--- src/rtl/maxnet_wta.sv ---
// maxnet_wta: four-neuron MaxNet winner-take-all engine with a start/done handshake.
// Activations come from parameters; lateral inhibition runs until one neuron survives.
module maxnet_wta #(
    parameter logic [31:0] INIT0    = 32'h0000_E666,
    parameter logic [31:0] INIT1    = 32'h0000_4CCC,
    parameter logic [31:0] INIT2    = 32'h0000_8000,
    parameter logic [31:0] INIT3    = 32'h0000_B333,
    parameter logic [31:0] EPS      = 32'h0000_3333,
    parameter int          MAX_ITER = 64
) (
    input  logic        clk,
    input  logic        rst,
    input  logic        start,
    output logic        done,
    output logic [31:0] result
);

    localparam int CW = (MAX_ITER > 1) ? $clog2(MAX_ITER) : 1;
    localparam logic [CW-1:0]      CNT_LAST = CW'(MAX_ITER - 1);
    localparam logic [CW-1:0]      CNT_ONE  = CW'(1);
    localparam logic [CW-1:0]      CNT_ZERO = CW'(0);
    localparam logic signed [31:0] EPS_S    = EPS;

    typedef enum logic [1:0] {
        IDLE = 2'd0,
        LOAD = 2'd1,
        ITER = 2'd2,
        DONE = 2'd3
    } state_t;

    state_t             state_r;
    logic               start_d_r;
    logic               done_r;
    logic [31:0]        result_r;
    logic [CW-1:0]      cnt_r;
    logic signed [31:0] a_r    [4];
    logic [31:0]        orig_r [4];

    logic               trig_s;
    logic signed [33:0] sum_s;
    logic signed [33:0] diff_s [4];
    logic signed [31:0] inh_s  [4];
    logic signed [31:0] n_s    [4];
    logic signed [31:0] relu_s [4];
    logic [3:0]         nz_s;
    logic [2:0]         nz_cnt_s;
    logic               term_s;
    logic [31:0]        win_s;

    assign done   = done_r;
    assign result = result_r;

    // Rising-edge detect on start.
    always_comb begin
        trig_s = start & ~start_d_r;
    end

    // One inhibition step for all neurons; the shift floors toward minus infinity.
    always_comb begin
        sum_s = 34'(a_r[0]) + 34'(a_r[1]) + 34'(a_r[2]) + 34'(a_r[3]);
        for (int i = 0; i < 4; i++) begin
            diff_s[i] = sum_s - 34'(a_r[i]);
            inh_s[i]  = 32'((64'(EPS_S) * 64'(diff_s[i])) >>> 16);
            n_s[i]    = a_r[i] - inh_s[i];
            if (n_s[i][31]) begin
                relu_s[i] = 32'sd0;
            end else begin
                relu_s[i] = n_s[i];
            end
            nz_s[i] = (relu_s[i] != 32'sd0);
        end
    end

    // Termination: at most one survivor, or the iteration cap is reached.
    always_comb begin
        nz_cnt_s = {2'b00, nz_s[0]} + {2'b00, nz_s[1]} + {2'b00, nz_s[2]} + {2'b00, nz_s[3]};
        if ((nz_cnt_s <= 3'd1) || (cnt_r == CNT_LAST)) begin
            term_s = 1'b1;
        end else begin
            term_s = 1'b0;
        end
    end

    // Winner is the lowest index still non-zero; an all-zero field reports 0.
    always_comb begin
        if (nz_s[0]) begin
            win_s = orig_r[0];
        end else if (nz_s[1]) begin
            win_s = orig_r[1];
        end else if (nz_s[2]) begin
            win_s = orig_r[2];
        end else if (nz_s[3]) begin
            win_s = orig_r[3];
        end else begin
            win_s = 32'h0000_0000;
        end
    end

    // Control FSM with activation, counter and registered outputs.
    always_ff @(posedge clk or posedge rst) begin
        if (rst) begin
            state_r   <= IDLE;
            start_d_r <= 1'b0;
            done_r    <= 1'b0;
            result_r  <= 32'h0000_0000;
            cnt_r     <= CNT_ZERO;
            for (int i = 0; i < 4; i++) begin
                a_r[i]    <= 32'sd0;
                orig_r[i] <= 32'h0000_0000;
            end
        end else begin
            start_d_r <= start;
            case (state_r)
                IDLE: begin
                    if (trig_s) begin
                        state_r <= LOAD;
                    end
                end
                LOAD: begin
                    a_r[0]    <= INIT0;
                    a_r[1]    <= INIT1;
                    a_r[2]    <= INIT2;
                    a_r[3]    <= INIT3;
                    orig_r[0] <= INIT0;
                    orig_r[1] <= INIT1;
                    orig_r[2] <= INIT2;
                    orig_r[3] <= INIT3;
                    cnt_r     <= CNT_ZERO;
                    state_r   <= ITER;
                end
                ITER: begin
                    for (int i = 0; i < 4; i++) begin
                        a_r[i] <= relu_s[i];
                    end
                    cnt_r <= cnt_r + CNT_ONE;
                    if (term_s) begin
                        state_r  <= DONE;
                        done_r   <= 1'b1;
                        result_r <= win_s;
                    end
                end
                DONE: begin
                    if (trig_s) begin
                        done_r  <= 1'b0;
                        state_r <= LOAD;
                    end
                end
                default: begin
                    state_r <= IDLE;
                    done_r  <= 1'b0;
                end
            endcase
        end
    end

endmodule

--- config.mk ---
export PLATFORM = sky130hd
export DESIGN_NAME = maxnet_wta
export DESIGN_NICKNAME = d
export VERILOG_FILES = /design/src/rtl/maxnet_wta.sv
export SDC_FILE = /design/constraint.sdc
export NUM_CORES = 2
export LEC_CHECK = 0
export ABC_AREA = 1
export CAP_MARGIN = 40
export CORE_MARGIN = 3
export CORE_UTILIZATION = 40
export CTS_BUF_LIST = sky130_fd_sc_hd__clkbuf_4
export CTS_CLUSTER_SIZE = 16
export DETAILED_ROUTE_END_ITERATION = 6
export GPL_TIMING_DRIVEN = 0
export SLEW_MARGIN = 5
export SYNTH_ARGS = -nofsm -noshare
export SYNTH_HDL_FRONTEND = slang
export SYNTH_SLANG_ARGS = --single-unit
--- constraint.sdc ---
create_clock -name clk -period 31.5 [get_ports clk]
set_input_delay 6.3 -clock clk [delete_from_list [all_inputs] [get_ports clk]]
set_output_delay 6.3 -clock clk [all_outputs]
set_load 0.02 [all_outputs]
-- Yosys cells after proc, flatten, opt, wreduce, memory -nomap -nowiden
Index checks and enable logic that the tools add are counted.
- bits in registers: 173
- bits of input ports: 3
- logic and storage cells: 70
- $add $sub $neg: 15
- multiply operators: 4
- order comparisons: 1
- equality and inequality tests: 7
- multiplexer cells: 17
- bitwise gates (word level): 2
- reductions and logical operators: 12
- operators by type and width (operator ; number):
    one-hot mux 128 bit (2 select lines) ; 1
    multiplier 15 x 34 -> 48 bit (first input constant) ; 4
    subtractor 34 x 32 -> 34 bit ; 4
    nonzero test 32 bit ; 4
    subtractor 32 bit ; 4
    two-way mux 31 bit ; 4
    two-way mux 16 bit ; 4
    adder 33 x 32 -> 34 bit ; 1
    adder 34 x 32 -> 34 bit ; 1
    adder 32 x 32 -> 33 bit ; 1
    one-hot mux 6 bit (2 select lines) ; 1
    adder 6 x 1 -> 6 bit (second input constant) ; 1
    == test 6 bit (second input constant) ; 1
    one-hot mux 2 bit (3 select lines) ; 1
    == test 2 bit (second input constant) ; 2
    two-way mux 2 bit ; 2
    != test 2 bit (second input constant) ; 2
    AND reduction 2 bit ; 2
    nonzero test 2 bit ; 2
    adder 2 x 1 -> 3 bit ; 1
    adder 3 x 1 -> 3 bit ; 1
    <= comparator 3 x 1 -> 1 bit (second input constant) ; 1
    two-way mux 1 bit ; 3
    AND reduction 3 bit ; 1
    other kinds (9) ; 9

-- Logic depth before layout (Yosys ltp)
- word-level depth: 16
- gate-level depth with buffers: 79

-- Worst setup path after synthesis
Ideal clock, no wire load.
- path type: register -> register
- start: register a_r[1] (netlist name)
- end: register result_r[12], in the netlist result[12]
- setup time: 0.076 ns
- arrival time: 12.531 ns
- data required time: 31.424 ns
- slack: 18.893 ns
- cell stages (with the launch flop): 69
- buffers on the path: 1
- period minus slack after synthesis: 12.607 ns
- cell sequence: dfrtp_1 -> inv_1 -> fa_1 -> fa_1 -> inv_1 -> ha_1 -> inv_1 -> fa_1 -> inv_1 -> a31oi_1 -> xnor2_1 -> ha_1 -> a21o_1 -> a21oi_1 -> o21ai_1 -> a31oi_1 -> o21bai_1 -> a31oi_1 -> (+33 left out) -> nand2_1 -> inv_1 -> nand2_2 -> nand2_4 -> buf_6 -> o21ai_1 -> nand2_1 -> nor2_1 -> nand2_1 -> nor2_2 -> inv_1 -> fa_1 -> nand2_1 -> nand2_2 -> nand2_4 -> nand2_4 -> nand2_1 -> o21ai_1
- cells in the longest elaborated chain, start to end: 13
- RTL lines (item ; line ; source):
    start, declared ; 36 ; logic signed [31:0] a_r [4];
    start signal, assigned by index ; 133 ; a_r[i] <= relu_s[i];
    adder 34 x 32 -> 34 bit ; 60 ; sum_s = 34'(a_r[0]) + 34'(a_r[1]) + 34'(a_r[2]) + 34'(a_r[3]);
    subtractor 34 x 32 -> 34 bit ; 62 ; diff_s[i] = sum_s - 34'(a_r[i]);
    multiplier 15 x 34 -> 48 bit ; 63 ; inh_s[i] = 32'((64'(EPS_S) * 64'(diff_s[i])) >>> 16);
    subtractor 32 bit ; 64 ; n_s[i] = a_r[i] - inh_s[i];
    two-way mux 31 bit ; 65 ; if (n_s[i][31]) begin
    nonzero test 32 bit ; 70 ; nz_s[i] = (relu_s[i] != 32'sd0);
    adder 1 x 1 -> 2 bit ; 76 ; nz_cnt_s = {2'b00, nz_s[0]} + {2'b00, nz_s[1]} + {2'b00, nz_s[2]} + {2'b00, nz_s[3]};
    adder 2 x 1 -> 3 bit ; 76 ;
    adder 3 x 1 -> 3 bit ; 76 ;
    <= comparator 3 x 1 -> 1 bit ; 77 ; if ((nz_cnt_s <= 3'd1) || (cnt_r == CNT_LAST)) begin
    logical OR 1 bit ; 77 ;
    two-way mux 1 bit ; 77 ;
    AND reduction 2 bit (no source line) ; -- ;
    end signal, assigned ; 139 ; result_r <= win_s;
    end, declared ; 34 ; logic [31:0] result_r;
Parallel ways exist; a longest one is shown, timed or not.
A chain may end at the register's enable or synchronous reset.

-- Worst setup path after layout
- start: register a_r[33] (netlist name)
- end: register state_r[0]
- cells in the longest elaborated chain, start to end: 15
- RTL lines (item ; line ; source):
    adder 33 x 32 -> 34 bit ; 60 ;
    adder 34 x 32 -> 34 bit ; 60 ;
    subtractor 34 x 32 -> 34 bit ; 62 ;
    multiplier 15 x 34 -> 48 bit ; 63 ;
    subtractor 32 bit ; 64 ;
    two-way mux 31 bit ; 65 ;
    nonzero test 32 bit ; 70 ;
    adder 1 x 1 -> 2 bit ; 76 ;
    adder 2 x 1 -> 3 bit ; 76 ;
    adder 3 x 1 -> 3 bit * ; 76 ;
    <= comparator 3 x 1 -> 1 bit * ; 77 ;
    logical OR 1 bit * ; 77 ;
    two-way mux 1 bit * ; 77 ;
    != test 2 bit (no source line) * ; -- ;
    AND reduction 2 bit (no source line) * ; -- ;
    end signal, assigned ; 102 ; state_r <= IDLE;
    end signal, assigned ; 116 ; state_r <= LOAD;
    end signal, assigned ; 129 ; state_r <= ITER;
    end, declared ; 31 ; state_t state_r;
Every way passes the cells marked *; elsewhere a longest branch is shown, timed or not.

==> run metrics <==
synthesized area=approximately 55,000 um^2; Initial Util=0.406; crit path kind=register to register; Worst slew margin=0.321; total negative setup slack=0 ns; core region area=136,000 um^2; Final Wtd Congestion=~0.98; flop2flop setup slack=around 15 ns; vias in the first global route=between 40,000 and 50,000; Final setup viols=0; Vias/cell=between 5 and 6; yosys warns=0; main combinational cell family by area after synthesis=adder cells; CP arrival=16.83 ns; layout cells sized above 1=0.0269; Post-DRT Antenna Nets=0; die span in y=378 um; Final Slew Violations=0; Synth cell types=68; Top FF cell, synth=dfrtp_1; post-route worst setup slack=approximately 15 ns; Post-CTS Resized=0; Global Route Usage Sum=0.244; CTS clk-pin slew, worst paths=~0.17 ns; final hold viol count=0; Async SR Flop Fraction=1.00; XOR/XNOR Fraction of Synth Area=0.0883; Cells after Synth=approximately 7,000; Final Critical Period=about 16 ns; failing checks=design-rule violations; WL per Instance=around 20 um; Area growth syn-to-layout=5.92%; dpl hpwl=154,000 um; CTS tree=done; Post-Synth Adder-Cell Area=0.477; CP max FO=10; WL final=approximately 170,000 um; WHS Endpoint=done; worst hold path class=register to register; Worst-Margin Slew=1.02 ns; hold_buf cts=0; clock buffer depth=2; largest stage delay on the critical path=approximately 0.59 ns; element type at the critical path start=register; # clock sinks=140; critical path required time=about 32 ns; DR pass1 iterations=7; die area=approximately 140,000 um^2; Reg2Reg Launch Point=a_r[33]; RSZ-0062 raised after global routing=false; cell count of the worst hold path=2; first-pass GRT wire length=270,000 um; mux contribution to synthesized area=0.00163; Post-synth EDFFs=0; Inserted Clock Buffers=17; largest net degree at the start of global routing=~80; Hold Crit Start=done; # IOs=36; setup bufs post-CTS=0; FMAX=just over 60 MHz; Row Count=roughly 140; Layout fillers=approximately 14,000; Layout Nets=8,632; Crit. End Element=register; Final period util=0.516; Residual DRC=7; chip width=378 um; Root Driver=clkbuf_4; worst skew pair latency=~0.66 ns; crit path max-delay cell type=xor2_1; grt ovf=0; DRT iter0 DRCs=3,651; worst reg2reg path depth=between 70 and 80; sequential-to-total area share from yosys stat=0.0633; status=finished, violations left; port buffer count=19; worst r2r dst=state_r[0]; vias=approximately 46,000; maxcap violations=0; CTS HTree Levels=4; number of synthesized register bits=140; initial antenna violation count=7; Synth Area in Compound Gates=0.136; Worst Skew=about 0.035 ns; Setup WS pre-CTS=15.68 ns; CP dominant cell by count=nand2_1; Post-Synth Simple-Gate Area=0.121; Avg Inst Size Synth=8.05 um^2
-- cells in the final DEF, fill, tap and decap left out, drive strengths merged, types with 63 or more instances in the layout --
master / count
a21oi: 549
a21o: 99
inv: 1535
ha: 924
nor2: 337
dfrtp: 140
xor2: 360
fa: 742
nand2: 920
clkbuf: 63
nand3: 211
buf: 76
o21ai: 355
xnor2: 180
-- critical path, delay by kind of cell, from the launching register on --
| kind | cells | cell delay, ns |
|---|---|---|
| compound gates | 9 | 2.54 |
| xor+xnor | 3 | 1.16 |
| fa+ha+maj | 13 | 5.41 |
| buf+inv | 14 | 1.57 |
| flops | 1 | 0.46 |
| simple gates | 38 | 4.98 |
-- flip-flops by register name, summed over array words and instances (netlist names) --
| signal | count |
|---|---|
| cnt_r | 6 |
| start_d_r | 1 |
| state_r | 2 |
| orig_r | 1 |
| result | 5 |
| a_r | 124 |
| done | 1 |
-- kinds of logic after synthesis --
kind of cell               Yosys count
AOI/OAI and AO/OA                 1295
xor gates and xnor gates           545
adders and majority gates         1666
buffers and inverters             1620
DFF                                140
muxes                                9
other                                1
and+or+nand+nor                   1603
-- cell usage after synthesis (26+ instances only) --
library cell	count	area share
inv_1	1526	0.10
ha_1	924	0.21
nand2_1	901	0.061
fa_1	742	0.27
a21oi_1	547	0.049
xor2_1	359	0.057
o21ai_0	334	0.030
nor2_1	333	0.023
nand3_1	209	0.019
xnor2_1	175	0.028
dfrtp_1	140	0.063
a21o_1	99	0.013
a31oi_1	45	0.0051
clkbuf_1	45	0.0031
o211ai_1	41	0.0056
nor3_1	39	0.0035
nand4_1	37	0.0042
o21bai_1	32	0.0043
buf_4	28	0.0038
o21a_1	28	0.0038
a22oi_1	26	0.0035
o32ai_1	26	0.0041
-- per-stage QoR --
step                utilization  instances  hold slack, ns  cell area, um^2
floorplan                     -       6894           0.478            55400
global placement          0.424       8694           0.466            57800
detailed placement        0.427       8725           0.476            58300
CTS                       0.430       8757           0.520            58600
global route              0.430       8759           0.553            58600
finish                    0.430       8764           0.509            58600
-- per-layer routing --
metal / part of all wire / up-vias / GRT usage / routed length [um]
met5: 0.00044 / - / 0 / 75
met4: 0.025 / 7 / 0.0564 / 4270
met3: 0.065 / 201 / 0.0371 / 11000
met2: 0.45 / 1327 / 0.396 / 77500
met1: 0.46 / 22200 / 0.342 / 78000
li1: - / 22300 / - / -
-- worst max path at each step --
| stage | from | endpoint | depth (start not counted) |
|---|---|---|---|
| 5_1_grt | a_r[33] | state_r[0] | 77 |
| 6_report | a_r[33] | state_r[0] | 77 |
| 3_3_place_gp | a_r[33] | state_r[0] | 75 |
| 3_5_place_dp | a_r[33] | result[12] | 77 |
| 4_1_cts | a_r[33] | state_r[0] | 77 |
| 2_1_floorplan | a_r[1] | result[12] | 68 |
-- layout make-up --
class | count | area, um^2 | area share
Buffer | 90 | 510 | 0.00871
Clock buffer | 18 | 135 | 0.00230
Sequential cell | 140 | 3500 | 0.0597
Multi-Input combinational cell | 5134 | 45800 | 0.781
Timing Repair Buffer | 50 | 544 | 0.00928
Inverter | 1530 | 5750 | 0.0981
Clock inverter | 14 | 163 | 0.00277
Antenna cell | 7 | 17.5 | 0.000299
Tap cell | 1781 | 2230 | 0.0380
Power is left out: the tool's default activity adds up to more than one toggle a clock period on the data nets, which glitch-free logic cannot reach.
